$ cat src/rtl/bf16_mul_result_collector.sv
// Collects BF16 multiplier products: classifies each accepted product, queues
// {class, result} in a small FIFO, and keeps sticky exception flags plus an
// accepted-operation counter.
module bf16_mul_result_collector #(
  parameter int unsigned DEPTH = 4,
  parameter int unsigned CNT_W = 16
) (
  input  logic             clk,
  input  logic             rst,
  input  logic             in_valid,
  output logic             in_ready,
  input  logic [15:0]      in_result,
  input  logic             in_zero,
  input  logic             in_underflow,
  input  logic             in_overflow,
  input  logic             in_q_nan,
  input  logic             in_s_nan,
  input  logic             in_pos_inf,
  input  logic             in_neg_inf,
  output logic             out_valid,
  input  logic             out_ready,
  output logic [15:0]      out_result,
  output logic [2:0]       out_class,
  output logic [6:0]       sticky_flags,
  input  logic             sticky_clr,
  output logic [CNT_W-1:0] op_count
);

  localparam int unsigned AW = $clog2(DEPTH);
  localparam int unsigned EW = 19;
  localparam logic [AW:0] FullCnt = (AW + 1)'(DEPTH);

  logic [AW-1:0]    wr_ptr_q, wr_ptr_d, rd_ptr_q, rd_ptr_d;
  logic [AW:0]      count_q, count_d;
  logic [EW-1:0]    mem_q [DEPTH];
  logic [EW-1:0]    last_q, last_d;
  logic [6:0]       sticky_q, sticky_d;
  logic [CNT_W-1:0] op_count_q, op_count_d;
  logic [2:0]       in_class;
  logic [6:0]       in_flags;
  logic [EW-1:0]    head;
  logic             full, push, pop;

  assign in_flags = {in_s_nan, in_q_nan, in_neg_inf, in_pos_inf, in_overflow, in_underflow,
                     in_zero};

  // Priority-encode the incoming flags into a class code.
  always_comb begin
    in_class = 3'd0;
    if (in_s_nan)          in_class = 3'd6;
    else if (in_q_nan)     in_class = 3'd5;
    else if (in_neg_inf)   in_class = 3'd4;
    else if (in_pos_inf)   in_class = 3'd3;
    else if (in_overflow)  in_class = 3'd2;
    else if (in_underflow) in_class = 3'd1;
    else if (in_zero)      in_class = 3'd7;
  end

  // in_ready depends only on registered occupancy; rst forces it low.
  assign full      = (count_q == FullCnt);
  assign in_ready  = !rst && !full;
  assign out_valid = (count_q != '0);
  assign push      = in_valid && in_ready;
  assign pop       = out_valid && out_ready;
  assign head      = mem_q[rd_ptr_q];

  // When empty, outputs show the last entry that left the FIFO (0 after reset).
  assign {out_class, out_result} = out_valid ? head : last_q;
  assign sticky_flags = sticky_q;
  assign op_count     = op_count_q;

  // Next-state for pointers, occupancy, hold register, sticky flags and counter.
  always_comb begin
    wr_ptr_d   = wr_ptr_q;
    rd_ptr_d   = rd_ptr_q;
    count_d    = count_q;
    last_d     = last_q;
    sticky_d   = sticky_q;
    op_count_d = op_count_q;
    if (push) begin
      wr_ptr_d   = wr_ptr_q + AW'(1);
      op_count_d = op_count_q + CNT_W'(1);
    end
    if (pop) begin
      rd_ptr_d = rd_ptr_q + AW'(1);
      last_d   = head;
    end
    unique case ({push, pop})
      2'b10:   count_d = count_q + (AW + 1)'(1);
      2'b01:   count_d = count_q - (AW + 1)'(1);
      default: count_d = count_q;
    endcase
    // A same-cycle accept wins over the clear: result is exactly its flags.
    if (push)            sticky_d = sticky_clr ? in_flags : (sticky_q | in_flags);
    else if (sticky_clr) sticky_d = '0;
  end

  // Control state with asynchronous reset.
  always_ff @(posedge clk or posedge rst) begin
    if (rst) begin
      wr_ptr_q   <= '0;
      rd_ptr_q   <= '0;
      count_q    <= '0;
      last_q     <= '0;
      sticky_q   <= '0;
      op_count_q <= '0;
    end else begin
      wr_ptr_q   <= wr_ptr_d;
      rd_ptr_q   <= rd_ptr_d;
      count_q    <= count_d;
      last_q     <= last_d;
      sticky_q   <= sticky_d;
      op_count_q <= op_count_d;
    end
  end

  // FIFO storage; contents are don't-care until written, so no reset.
  always_ff @(posedge clk) begin
    if (push) mem_q[wr_ptr_q] <= {in_class, in_result};
  end

endmodule

$ cat config.mk
export PLATFORM = sky130hd
export DESIGN_NAME = bf16_mul_result_collector
export DESIGN_NICKNAME = d
export VERILOG_FILES = /design/src/rtl/bf16_mul_result_collector.sv
export SDC_FILE = /design/constraint.sdc
export NUM_CORES = 1
export LEC_CHECK = 0
export ABC_AREA = 1
export BUFFER_PORTS_ARGS = -buffer_cell sky130_fd_sc_hd__buf_2
export CAP_MARGIN = 25
export CELL_PAD_IN_SITES_DETAIL_PLACEMENT = 1
export CELL_PAD_IN_SITES_GLOBAL_PLACEMENT = 1
export CORE_AREA = 2 2 91 159
export DETAILED_ROUTE_END_ITERATION = 8
export DIE_AREA = 0 0 93 161
export PLACE_DENSITY_LB_ADDON = 0.1
export SKIP_LAST_GASP = 1
export SLEW_MARGIN = 20
export SYNTH_ARGS = -nofsm -noshare
export SYNTH_HDL_FRONTEND = slang
export SYNTH_SLANG_ARGS = --single-unit
$ cat constraint.sdc
create_clock -name clk -period 2.2 [get_ports clk]
set_input_delay 0.33 -clock clk [delete_from_list [all_inputs] [get_ports clk]]
set_output_delay 0.33 -clock clk [all_outputs]
set_load 0.02 [all_outputs]
# Word-level counts from Yosys, hierarchy flattened
# Memory sizes are Yosys's and may differ from the RTL's.
# Cells that the tools add are included.
# Widths: inputs -> output; s select.
dict set report word_totals {
  input_bits 28
  register_bits 49
  ram_bits 76
  mem_count 1
  out_inout_bits 44
  elab_cells 38
}
# name words width read_ports rd_clocked_by_memory_dff write_ports line
set mem_list {}
lappend mem_list {mem_q 4 19 1 0 1 35} ;# logic [EW-1:0] mem_q [DEPTH];
dict set report op_classes {
  reduce_logical 8
  add_sub_neg 5
  n_eq_ne 3
  bitwise 1
  n_mux 14
}
# op n
set ops {}
lappend ops {{$mux 3} 7}
lappend ops {{$mux 7} 3}
lappend ops {{$mux 19} 1}
lappend ops {{$add 16x1->16 const B} 1}
lappend ops {{$or 7x7->7} 1}
lappend ops {{$pmux 3 s2} 1}
lappend ops {{$add 2x1->2 const B} 2}
lappend ops {{$reduce_bool 2->1} 2}
lappend ops {{$add 3x1->3 const B} 1}
lappend ops {{$eq 3x3->1 const B} 1}
lappend ops {{$logic_and 1x1->1} 3}
lappend ops {{$reduce_bool 3->1} 1}
lappend ops {{$sub 3x1->3 const B} 1}
lappend ops {{$eq 2x1->1 const B} 1}
lappend ops {{$eq 2x2->1 const B} 1}
lappend ops {{$logic_not 1->1} 2}
lappend ops {{$mux 1} 2}

# Logic depth before layout (Yosys ltp)
# Gate-level depths: netlist of the first run.
dict set report logic_depth {
  depth_word 7
  depth_mapped 11
  ltp_nobuf 10
}

# Worst setup path before layout of the first run
# No wires, ideal clock.
dict set report synth_timing {
  kind {input to register}
  from {input port rst}
  to {memory mem_q[0][0], enable pin}
  path_stages 4
  arrival_ns 2.711
  setup_time_ns 0.395
  required_time_ns 1.805
  path_slack_ns -0.905
  cell_sequence {inv_1 -> nand3_4 -> buf_2 -> nor2_1}
}
dict set report synth_between {
  elab_chain_len 5
}
# item line
set synth_rtl {}
lappend synth_rtl {{start, declared} 9} ;# input logic rst,
lappend synth_rtl {{$logic_not 1->1 (no line)} --}
lappend synth_rtl {{$logic_and 1x1->1} 61} ;# assign in_ready = !rst && !full;
lappend synth_rtl {{$logic_and 1x1->1} 63} ;# assign push = in_valid && in_ready;
lappend synth_rtl {{$mux 1} 119} ;# if (push) mem_q[wr_ptr_q] <= {in_class, in_result};
lappend synth_rtl {{$mux 1 (implied by the code)} 119}
lappend synth_rtl {{end, declared} 35}
# Every way passes these cells.

# Worst setup path after layout of the first run
dict set report layout_timing {
  from {register rd_ptr_q[0]}
  to {output port out_result[8]}
}
dict set report layout_between {
  elab_chain_len 2
}
# item line
set layout_rtl {}
lappend layout_rtl {{start, declared} 33} ;# logic [AW-1:0] wr_ptr_q, wr_ptr_d, rd_ptr_q, rd_ptr_d;
lappend layout_rtl {{start signal, assigned} 109} ;# rd_ptr_q <= rd_ptr_d;
lappend layout_rtl {{$mem_v2 4x19} --}
lappend layout_rtl {{$mux 19} 68} ;# assign {out_class, out_result} = out_valid ? head : last_q;
lappend layout_rtl {{end, declared} 22} ;# output logic [15:0] out_result,
# Every way passes these cells.

==> results of run 1 <==
[sequential cells by signal, summed over array words and instances, names as in the netlist]
name,cells
op_count,16
wr_ptr_q,2
mem_q,76
sticky_flags,7
count_q,3
rd_ptr_q,2
last_q,19
[how the worst max path moves through the flow]
stage | from | endpoint | slack [ps] | depth (start not counted)
after global placement | count_q[0]$_DFFE_PP0P_ | count_q[2]$_DFFE_PP0P_ | 330 | 9
after global routing | rd_ptr_q[0]$_DFFE_PP0P_ | out_result[8] | -10 | 6
final | rd_ptr_q[0]$_DFFE_PP0P_ | out_result[8] | 130 | 6
after floorplan | rst | count_q[2]$_DFFE_PP0P_ | -320 | 9
after CTS | rd_ptr_q[0]$_DFFE_PP0P_ | out_result[8] | 40 | 7
after detailed placement | count_q[0]$_DFFE_PP0P_ | count_q[2]$_DFFE_PP0P_ | 280 | 9
[cell type report]
class                      instances  area (um^2)
fill                            1574         7050
sequential                       125         3510
multi-input combinational        352         1690
timing repair buffer              81          450
clock buffer                      20          447
tap                              177          221
inverter                          43          180
clock inverter                    12          145
[worst register-to-register path, cell delays in order (launching register included)]
cell	delay [ps]
dfrtp_1	430
nor2_4	170
nand2_2	90
nand3_4	180
ha_4	170
inv_2	50
fa_2	360
a21oi_1	160
o21ai_1	100
xor2_1	150
[stage by stage]
| step | power (mW) | setup TNS (ps) | hold slack [ps] | area [um^2] |
|---|---|---|---|---|
| after CTS | 9.47 | 0 | 107 | 6640 |
| after global placement | 6.46 | 0 | 467 | 6040 |
| final | 9.33 | 0 | 132 | 6650 |
| after global routing | 9.95 | -11.1 | 117 | 6650 |
| after detailed placement | 6.60 | 0 | 474 | 6040 |
| after floorplan | 5.68 | -21520 | 386 | 5570 |
[Yosys cell counts, types with 2 or more instances]
library cell  instances
buf_1                 2
dfrtp_1              49
buf_2                10
nand2_1             197
edfxtp_1             76
nand3_1              41
o21ai_0              14
inv_4                 2
nand2_4               2
xnor2_1               2
nand3b_1              5
inv_1                37
o22ai_1               6
o21ai_1              27
o21ai_2              10
ha_1                  6
buf_6                 7
inv_2                 4
a21oi_1               2
xor2_1                6
nor2_1               25
buf_4                 2
nor2_4                3
[kinds of logic (layout without fill, tap and decap cells)]
family,count (synthesis),count (layout),synth area share
DFF,125,125,0.633
adders and majority gates,7,7,0.0172
and+or+nand+nor,277,277,0.211
xor gates and xnor gates,8,8,0.0126
buffers and inverters,66,156,0.0637
AOI/OAI and AO/OA,60,60,0.0626
[timing repair]
action,4_1_cts,5_1_grt
pin swaps,0,0
gates resized for setup,3,4
setup endpoints to repair,5,13
[metal layers]
layer / routed length [um] / global-route usage / vias to the layer above
met4: 240 / 0.0749 / 0
li1: - / - / 1939
met5: 0 / 0 / -
met1: 4940 / 0.207 / 1954
met2: 7310 / 0.354 / 75
met3: 429 / 0.0480 / 16
[where the power goes]
part	total [mW]	switching (mW)	internal, mW
registers	3.22	0.255	2.96
logic	3.31	2.25	1.07
clock network	2.79	0.994	1.80
total	9.33	3.50	5.83
==> metrics.md, run 1 <==
| Metric | Value |
|---|---|
| Reg2reg end | `count_q[2]$_DFFE_PP0P_` |
| Critical path's most frequent cell | `nand2_1` |
| Worst r2r path cells | `9` |
| Worst r2r src | `count_q[0]$_DFFE_PP0P_` |
| Most common cell after layout, fill and taps aside | `nand2_1` |
| Fmax | `483 MHz` |
| Crit-path cells | `buf_8 > nand2_1 > nand3_1 > nand2_1 > o21ai_1 > buf_2` |
| Finish-stage setup viols | `0` |
| Worst path slowest cell | `dfrtp_1` |
| Slew Viols, Final | `0` |
| DR vias/cell | `4.92` |
| Layout Cells excl Fill | `810` |
| P&R area growth vs syn | `20.0%` |
| Fraction of registers with async set/reset | `0.392` |
| Post-route ant nets | `0` |
| Post-synth top area share | `0.412` |
| Post-synth EDFFs | `76` |
| Cell Area, Synth | `between 0.005 and 0.006 mm^2` |
| First-pass GRT wire length | `~22 mm` |
| CTS Hold Bufs | `0` |
| Max_cap viols | `0` |
| Post CTS Setup Buffer Count | `0` |
| Worst Path Buf+Inv | `2` |
| Pwr Density | `1400 mW/mm^2` |
| Clock transition at path regs | `60 ps` |
| Crit share post-route | `0.941` |
| Worst Hold Launch | `in_result[2]` |
| Pin count of the biggest net entering global routing | `50` |
| Clk sinks | `125` |
| Flop-to-flop setup slack | `220 ps` |
| Critical path arrival | `1740 ps` |
| CP max FO | `39` |
| Overflow after GRT | `0` |
| # rows | `57` |
| Leak | `2.88 nW` |
| Pre-CTS setup slack | `approximately 280 ps` |
| Largest stage delay, worst path | `between 400 and 500 ps` |
| Largest cells by area after synthesis | `edfxtp_1 41%, dfrtp_1 22%, nand2_1 13%, nand3_1 3.7%, inv_1 2.5%` |
| Post-Route WL | `roughly 13 mm` |
| Placeable Area | `about 0.014 mm^2` |
| Post-Syn Nets | `between 500 and 600` |
| Tmin final | `2070 ps` |
| I/O Pins | `72` |
| Cells after DPL | `778` |
| I/O Buffers | `71` |
| Crit path kind | `flop to primary output` |
| Initial antenna violation count | `0` |
| Yosys warnings | `0` |
| Main synth FF type | `edfxtp_1` |
| Synthesized instance count | `543` |
| CP Data Required Time | `1870 ps` |
| CP Launch Type | `flop` |
| Endpoint of the worst hold path | `mem_q[1][2]$_DFFE_PP_` |
| Post-layout util | `0.485` |
| Hold path cells | `1` |
| Root Driver | `clkbuf_16` |
| GPL Wtd Cong | `approximately 0.73` |
| Vias | `3984` |
| Status | `complete, no violations` |
| Starting density of the core | `0.405` |
| CTS Buf Count | `17` |
| Vias in the first global route | `4318` |
| Most frequent cells in the layout | `197 x nand2_1, 76 x edfxtp_1, 71 x buf_2` |
| Post-synthesis average cell area | `a little over 10 um^2` |
| Die ar. | `0.0150 mm^2` |
| DRC violation count after routing | `0` |
| FF+latch count, synth | `approximately 130` |
| Wirelength per Cell | `about 16 um` |
| NumNets Final | `655` |
| Initial drt markers | `116` |
| Detailed placer's ending HPWL | `8.83 mm` |
| Sequential share of the synthesized area | `0.633` |
| Clock buffer depth | `2` |
| Die X | `93 um` |
| Kind of cell adding the most delay to the critical path | `buffers and inverters` |
| Final WS setup | `129 ps` |
| Number of detailed-route iterations in the first pass | `4` |
| Hold Violations, Final | `0` |
| Slew HR | `0.538` |
| Unrepaired setup endpoints after global routing | `true` |
| All-Layer GR Usage | `0.192` |
| CTS tree | `done` |
| Ant. Diodes | `0` |
| HP Class | `input pin to flop` |
| H-Tree Depth | `4` |
| Worst slew pin tran | `around 700 ps` |
| Yosys cell types | `31` |
| Worst-Skew Late Latency | `410 ps` |
| Dominant cell type by area after synthesis | `edfxtp_1` |
| Share of cells above drive strength 1 | `0.220` |
| Die Ht | `161 um` |
| Clock Skews | `about 8 ps` |
| Critical Path End Type | `primary output` |
| VDD IR max | `slightly below 0.7 mV` |
(Power assumes the default switching activity.)
==> run 2: changes to the inputs <==
--- a/config.mk
+++ b/config.mk
@@ -10,9 +10,9 @@
 export CAP_MARGIN = 25
 export CELL_PAD_IN_SITES_DETAIL_PLACEMENT = 1
 export CELL_PAD_IN_SITES_GLOBAL_PLACEMENT = 1
-export CORE_AREA = 2 2 91 159
+export CORE_AREA = 2 2 92 161
 export DETAILED_ROUTE_END_ITERATION = 8
-export DIE_AREA = 0 0 93 161
+export DIE_AREA = 0 0 94 163
 export PLACE_DENSITY_LB_ADDON = 0.1
 export SKIP_LAST_GASP = 1
 export SLEW_MARGIN = 20
==> run 2 against run 1 <==
  * Die area increased by 2.3%
  * Clock power rose by 1%
  * Maximum frequency grew 0.32%
  * Non-clock buffer count is 1 higher
  * First-iteration DRC count shrank 16%
  * Clock skew increased by 6.5 ps
  * Power up 0.19%
  * Worst setup slack better by 6.6 ps
  * Sequential share of layout area is 0.31 points lower
  * Register-to-register slack better by 130 ps
  * Critical path type unchanged
  * Critical endpoint is now out_result[3]
==> metrics.md, run 2 (synthesis gave the netlist of run 1 again) <==
| Metric | Value |
|---|---|
| NumNets Final | `656 (+0.15%)` |
| Root Driver | `clkbuf_16` |
| CTS tree | `done` |
| Worst r2r path cells | `9 (unchanged)` |
| Crit path kind | `flop to primary output` |
| Pin count of the biggest net entering global routing | `50 (unchanged)` |
| Number of detailed-route iterations in the first pass | `4 (unchanged)` |
| Hold Violations, Final | `0 (unchanged)` |
| Status | `complete, no violations` |
| Max reg flops | `76 (unchanged)` |
| Initial drt markers | `98 (-16%)` |
| # rows | `58 (+1.8%)` |
| Worst slew pin tran | `691 ps (-2.28 ps)` |
| P&R area growth vs syn | `20.7%` |
| Post-Route WL | `13.0 mm (+0.50%)` |
| Wirelength per Cell | `15.9 um (about the same)` |
| Slew Viols, Final | `0 (unchanged)` |
| WHS | `137 ps (+4.72 ps)` |
| I/O Pins | `72 (unchanged)` |
| Multi-input gate area | `0.00169 mm^2 (unchanged)` |
| Finish-stage setup viols | `0 (unchanged)` |
| Reg2reg end | `count_q[2]$_DFFE_PP0P_` |
| Vias in the first global route | `4335 (+0.39%)` |
| Detailed placer's ending HPWL | `9.05 mm (+2.5%)` |
| Tmin final | `2060 ps (-6.60 ps)` |
| Starting density of the core | `0.392 (-0.0131)` |
| Die ar. | `0.0153 mm^2 (+2.3%)` |
| DRC violation count after routing | `0 (unchanged)` |
| H-Tree Depth | `4 (unchanged)` |
| Post-route ant nets | `0 (unchanged)` |
| Flop-to-flop setup slack | `350 ps (+130 ps)` |
| Ant. Diodes | `0 (unchanged)` |
| CP Data Required Time | `1870 ps (about the same)` |
| Most frequent cells in the layout | `197 x nand2_1, 76 x edfxtp_1, 71 x buf_2` |
| Clock transition at path regs | `60 ps (about the same)` |
| Worst r2r src | `count_q[0]$_DFFE_PP0P_` |
| Top reg by flops | `mem_q` |
| Clk sinks | `125 (unchanged)` |
| CP max FO | `38 (-2.6%)` |
| Critical path arrival | `1730 ps (about the same)` |
| Die Ht | `163 um (+1.2%)` |
| Slew HR | `0.539 (+0.00152)` |
| Clock buffer depth | `2 (unchanged)` |
| Vias | `3981 (-0.075%)` |
| Pwr Density | `1400 mW/mm^2 (-0.39%)` |
| All-Layer GR Usage | `0.184 (-0.00814)` |
| Worst setup startpoint | `count_q[0]$_DFFE_PP0P_` |
| GPL Wtd Cong | `0.741 (+2.2%)` |
| Initial antenna violation count | `0 (unchanged)` |
| VDD IR max | `0.660 mV (-4.5%)` |
| Tot Pwr | `9.34 mW (+0.19%)` |
| CTS Hold Bufs | `0 (unchanged)` |
| DR vias/cell | `4.89 (-0.57%)` |
| Die X | `94 um (+1.1%)` |
| Share of cells above drive strength 1 | `0.215 (-0.00508)` |
| I/O Buffers | `71 (unchanged)` |
| Most common cell after layout, fill and taps aside | `nand2_1` |
| First-pass GRT wire length | `21.3 mm (-2.9%)` |
| CTS Buf Count | `17 (unchanged)` |
| Max_cap viols | `0 (unchanged)` |
| Overflow after GRT | `0 (unchanged)` |
| # fillers | `1638 (+4.1%)` |
| HP Class | `input pin to flop` |
| CP Launch Type | `flop` |
| Clock Skews | `14.5 ps (+6.53 ps)` |
| Critical Path End Type | `primary output` |
| Leak | `2.88 nW (+0.15%)` |
| FF+latch area | `0.00351 mm^2 (unchanged)` |
| Setup tns final | `0 ps (unchanged)` |
| Placeable Area | `0.0142 mm^2 (+3.3%)` |
| Fmax | `484 MHz (+0.32%)` |
| Setup crit end | `out_result[3]` |
| Worst-Skew Late Latency | `410 ps (about the same)` |
| Crit share post-route | `0.938 (-0.00300)` |
-- run 2: changes by cell type in the layout (fill, tap and decap cells not counted), moves of 2 or more --
| cell | before | now |
|---|---|---|
| clkinv_4 | 3 | 0 |
| buf_12 | 1 | 3 |
| clkinv_2 | 6 | 2 |
| clkbuf_1 | 2 | 5 |
| clkbuf_8 | 1 | 4 |
| buf_4 | 8 | 6 |
-- run 2: final cells by class --
type,count,area share
flip-flops and latches,125,0.525
multi-input cells,352,0.253
well taps,180,0.0337
clock inverters,7,0.0167
repair buffers,82,0.0726
inverters,43,0.0262
clock buffers,25,0.0726
-- run 2: where the power goes --
| group | total, mW | leakage (nW) | internal [mW] | switching [mW] |
|---|---|---|---|---|
| registers | 3.21 | 1.31 | 2.96 | 0.252 |
| logic | 3.30 | 1.28 | 1.07 | 2.22 |
| clock network | 2.83 | 0.289 | 1.87 | 0.966 |
-- run 2: worst min-delay path by stage --
stage	from	slack (ps)	endpoint	cells after the start
detailed placement	last_q[11]$_DFFE_PP0P_	470	last_q[11]$_DFFE_PP0P_	2
global placement	last_q[1]$_DFFE_PP0P_	470	last_q[1]$_DFFE_PP0P_	2
global route	in_result[7]	120	mem_q[3][7]$_DFFE_PP_	1
CTS	in_result[7]	120	mem_q[3][7]$_DFFE_PP_	1
finish	in_result[7]	140	mem_q[3][7]$_DFFE_PP_	1
floorplan	rst	390	count_q[0]$_DFFE_PP0P_	1
-- run 2: worst max-delay path: stages, from the launching register on --
cell and delay [ps]:
dfrtp_1 420, nor2_4 170, nand2_4 110, inv_6 250, nand2_1 110, o21ai_2 70, buf_2 180
-- run 2: per-stage QoR --
| stage | instance area [um^2] | cells | utilization | setup slack [ps] |
|---|---|---|---|---|
| floorplan | 5570 | 543 | - | -322 |
| global placement | 6070 | 782 | 0.429 | 472 |
| detailed placement | 6070 | 782 | 0.429 | 437 |
| CTS | 6670 | 814 | 0.471 | 4.45 |
| global route | 6690 | 814 | 0.472 | -2.98 |
| finish | 6690 | 814 | 0.472 | 135 |
-- run 2: repair_timing --
| action | 4_1_cts | 5_1_grt |
|---|---|---|
| endpoints found under the setup margin | 0 | 19 |
| resized for setup | 0 | 5 |
| buffers inserted | 0 | 0 |
-- run 2: routing by layer --
metal | global-route usage | vias to the layer above | wire length, um
met5 | 0 | - | 0
met4 | 0.0705 | 0 | 272
met3 | 0.0426 | 21 | 386
met2 | 0.353 | 71 | 7430
met1 | 0.187 | 1948 | 4890
li1 | - | 1941 | -
==> run 3: changes to the inputs <==
--- a/config.mk
+++ b/config.mk
@@ -13,7 +13,7 @@
 export CORE_AREA = 2 2 92 161
 export DETAILED_ROUTE_END_ITERATION = 8
 export DIE_AREA = 0 0 94 163
-export PLACE_DENSITY_LB_ADDON = 0.1
+export PLACE_DENSITY = 0.83
 export SKIP_LAST_GASP = 1
 export SLEW_MARGIN = 20
 export SYNTH_ARGS = -nofsm -noshare
==> run 3 against run 2 <==
  * Non-clock buffer count grew 1
  * Critical path depth is the same
  * Via count grew 4.1%
  * Sequential share of layout area grew 0.51 points
  * Clock-buffer cell count shrank 3
  * Clock power shrank 11%
  * Flip-flop and latch count is the same
  * Global-route usage grew 1.4 points
  * Clock skew shrank 7.4 ps
  * Critical path type unchanged
  * Largest cell class unchanged
==> metrics.md, run 3 (synthesis gave the netlist of run 1 again) <==
| Metric | Value |
|---|---|
| Status | `complete, no violations` |
| Ant. Diodes | `0 (unchanged)` |
| Max reg flops | `76 (unchanged)` |
| Logic pwr share | `0.375 (+0.022)` |
| CTS tree | `done` |
| Finished Cell Area | `0.00662 mm^2 (-0.95%)` |
| Post-Route WL | `14.1 mm (+8.9%)` |
| Starting density of the core | `0.392 (unchanged)` |
| Critical path arrival | `1800 ps (+70 ps)` |
| Tmin final | `2130 ps (+69.0 ps)` |
| All-Layer GR Usage | `0.198 (+0.0137)` |
| P&R area growth vs syn | `19.5%` |
| Die X | `94 um (unchanged)` |
| Worst Hold Launch | `in_result[6]` |
| Post-route ant nets | `0 (unchanged)` |
| Clock transition at path regs | `50 ps (about the same)` |
| Max_cap viols | `0 (unchanged)` |
| Finish-stage setup viols | `0 (unchanged)` |
| Worst r2r path cells | `10 (+1)` |
| Worst setup startpoint | `rd_ptr_q[0]$_DFFE_PP0P_` |
| CP max FO | `39 (+2.6%)` |
| Vias | `4143 (+4.1%)` |
| Dpl cell area | `0.00604 mm^2 (-0.54%)` |
| Overflow after GRT | `0 (unchanged)` |
| Setup tns final | `0 ps (unchanged)` |
| Pwr Density | `1390 mW/mm^2 (-0.22%)` |
| Number of detailed-route iterations in the first pass | `4 (unchanged)` |
| VDD IR max | `0.578 mV (-13%)` |
| CP Data Required Time | `1870 ps (about the same)` |
| Cells after DPL | `781 (-0.13%)` |
| NetSw | `3.59 mW (+4.3%)` |
| Clock buffer depth | `2 (unchanged)` |
| CTS Buf Count | `17 (unchanged)` |
| Detailed placer's ending HPWL | `9.54 mm (+5.3%)` |
| HP Class | `input pin to flop` |
| Most common cell after layout, fill and taps aside | `nand2_1` |
| Flop-to-flop setup slack | `340 ps (about the same)` |
| Slew HR | `0.544 (+0.00495)` |
| Share of cells above drive strength 1 | `0.214 (-0.000338)` |
| I/O Buffers | `71 (unchanged)` |
| Worst-Skew Late Latency | `410 ps (about the same)` |
| Placeable Area | `0.0142 mm^2 (unchanged)` |
| Top reg by flops | `mem_q` |
| Hold path cells | `1 (unchanged)` |
| Clock Skews | `7.18 ps (-7.36 ps)` |
| Clk sinks | `125 (unchanged)` |
| CTS Hold Bufs | `0 (unchanged)` |
| Root Driver | `clkbuf_16` |
| Final WS setup | `66.5 ps (-69.0 ps)` |
| WHS | `141 ps (+4.03 ps)` |
| FF+latch area | `0.00351 mm^2 (unchanged)` |
| Clock Power Share | `0.274 (-0.029)` |
| Initial drt markers | `144 (+47%)` |
| Worst slew pin tran | `683 ps (-7.42 ps)` |
| Int Power | `5.64 mW (-4.4%)` |
| Critical Path End Type | `primary output` |
| Crit path kind | `flop to primary output` |
| Leak | `2.86 nW (-0.88%)` |
| Die Ht | `163 um (unchanged)` |
| CP Launch Type | `flop` |
| Switching share of power | `0.389 (+0.0205)` |
| Pre-CTS setup slack | `393 ps (-44.2 ps)` |
| DR vias/cell | `5.08 (+3.9%)` |
| Slew Viols, Final | `0 (unchanged)` |
| # fillers | `1627 (-0.67%)` |
| Reg2reg end | `count_q[2]$_DFFE_PP0P_` |
| Worst r2r src | `count_q[0]$_DFFE_PP0P_` |
| Endpoint of the worst hold path | `mem_q[3][6]$_DFFE_PP_` |
| # rows | `58 (unchanged)` |
| H-Tree Depth | `4 (unchanged)` |
| GPL Wtd Cong | `0.821 (+11%)` |
| Most frequent cells in the layout | `197 x nand2_1, 76 x edfxtp_1, 71 x buf_2` |
| Crit share post-route | `0.970 (+0.0313)` |
| First-pass GRT wire length | `23.0 mm (+7.7%)` |
| Hold Violations, Final | `0 (unchanged)` |
| NumNets Final | `657 (+0.15%)` |
| Multi-input gate area | `0.00169 mm^2 (unchanged)` |
| I/O Pins | `72 (unchanged)` |
| Initial antenna violation count | `0 (unchanged)` |
| Vias in the first global route | `4608 (+6.3%)` |
| Die ar. | `0.0153 mm^2 (unchanged)` |
| Pin count of the biggest net entering global routing | `50 (unchanged)` |
| Fmax | `469 MHz (-3.2%)` |
| DRC violation count after routing | `0 (unchanged)` |
| Layout Cells excl Fill | `815 (+0.12%)` |
| Sequential fraction of design power | `0.351 (+0.007)` |
| Wirelength per Cell | `17.3 um (+8.8%)` |
==> run 3: cell count changes in the layout (fill, tap and decap cells not counted), moves of 2 or more <==
cell	before	now
buf_4	6	9
clkinv_2	2	4
clkbuf_8	4	1
bufinv_16	3	1
clkinv_1	1	3
==> run 3: worst max-delay path by stage <==
| stage | end | depth (start not counted) |
|---|---|---|
| finish | out_result[15] | 6 |
| global route | out_result[15] | 6 |
| CTS | out_result[15] | 6 |
| detailed placement | out_result[4] | 7 |
| global placement | out_result[15] | 6 |
| floorplan | count_q[2]$_DFFE_PP0P_ | 9 |
==> run 3: repair_timing <==
action	in CTS	in global routing
hold endpoints to repair	0	0
setup buffers	0	2
endpoints found under the setup margin	2	4
resized for setup	3	6
==> run 3: critical path, stage by stage, from the launching register on <==
cell,delay (ps)
dfrtp_1,450
buf_12,240
nand2_1,70
nand3_1,100
nand2_1,100
o21ai_1,210
buf_2,210
==> run 3: per-layer routing <==
metal,wire [um],track usage,vias up
li1,-,-,1946
met4,363,0.0903,0
met3,518,0.0361,29
met2,8030,0.373,99
met5,0,0,-
met1,5230,0.206,2069
==> run 3: metrics by stage <==
step / power [mW] / util
floorplan: 5.68 / -
global placement: 6.40 / 0.427
detailed placement: 6.64 / 0.427
CTS: 9.25 / 0.465
global route: 9.80 / 0.468
finish: 9.23 / 0.468
==> run 3: final cells by class <==
class                      instances  share of cell area
clock inverter                    10              0.0115
inverter                          43              0.0272
multi-input combinational        352               0.256
tap                              180              0.0340
clock buffer                      22              0.0686
timing repair buffer              83              0.0729
sequential                       125               0.530
==> run 3: power groups by stage <==
stage | combinational [mW] | clock [mW] | sequential [mW]
after floorplan | 2.40 | 0 | 3.28
after global placement | 3.18 | 0 | 3.22
after detailed placement | 3.37 | 0 | 3.27
after CTS | 3.44 | 2.57 | 3.24
after global routing | 3.83 | 2.68 | 3.29
final | 3.47 | 2.53 | 3.24
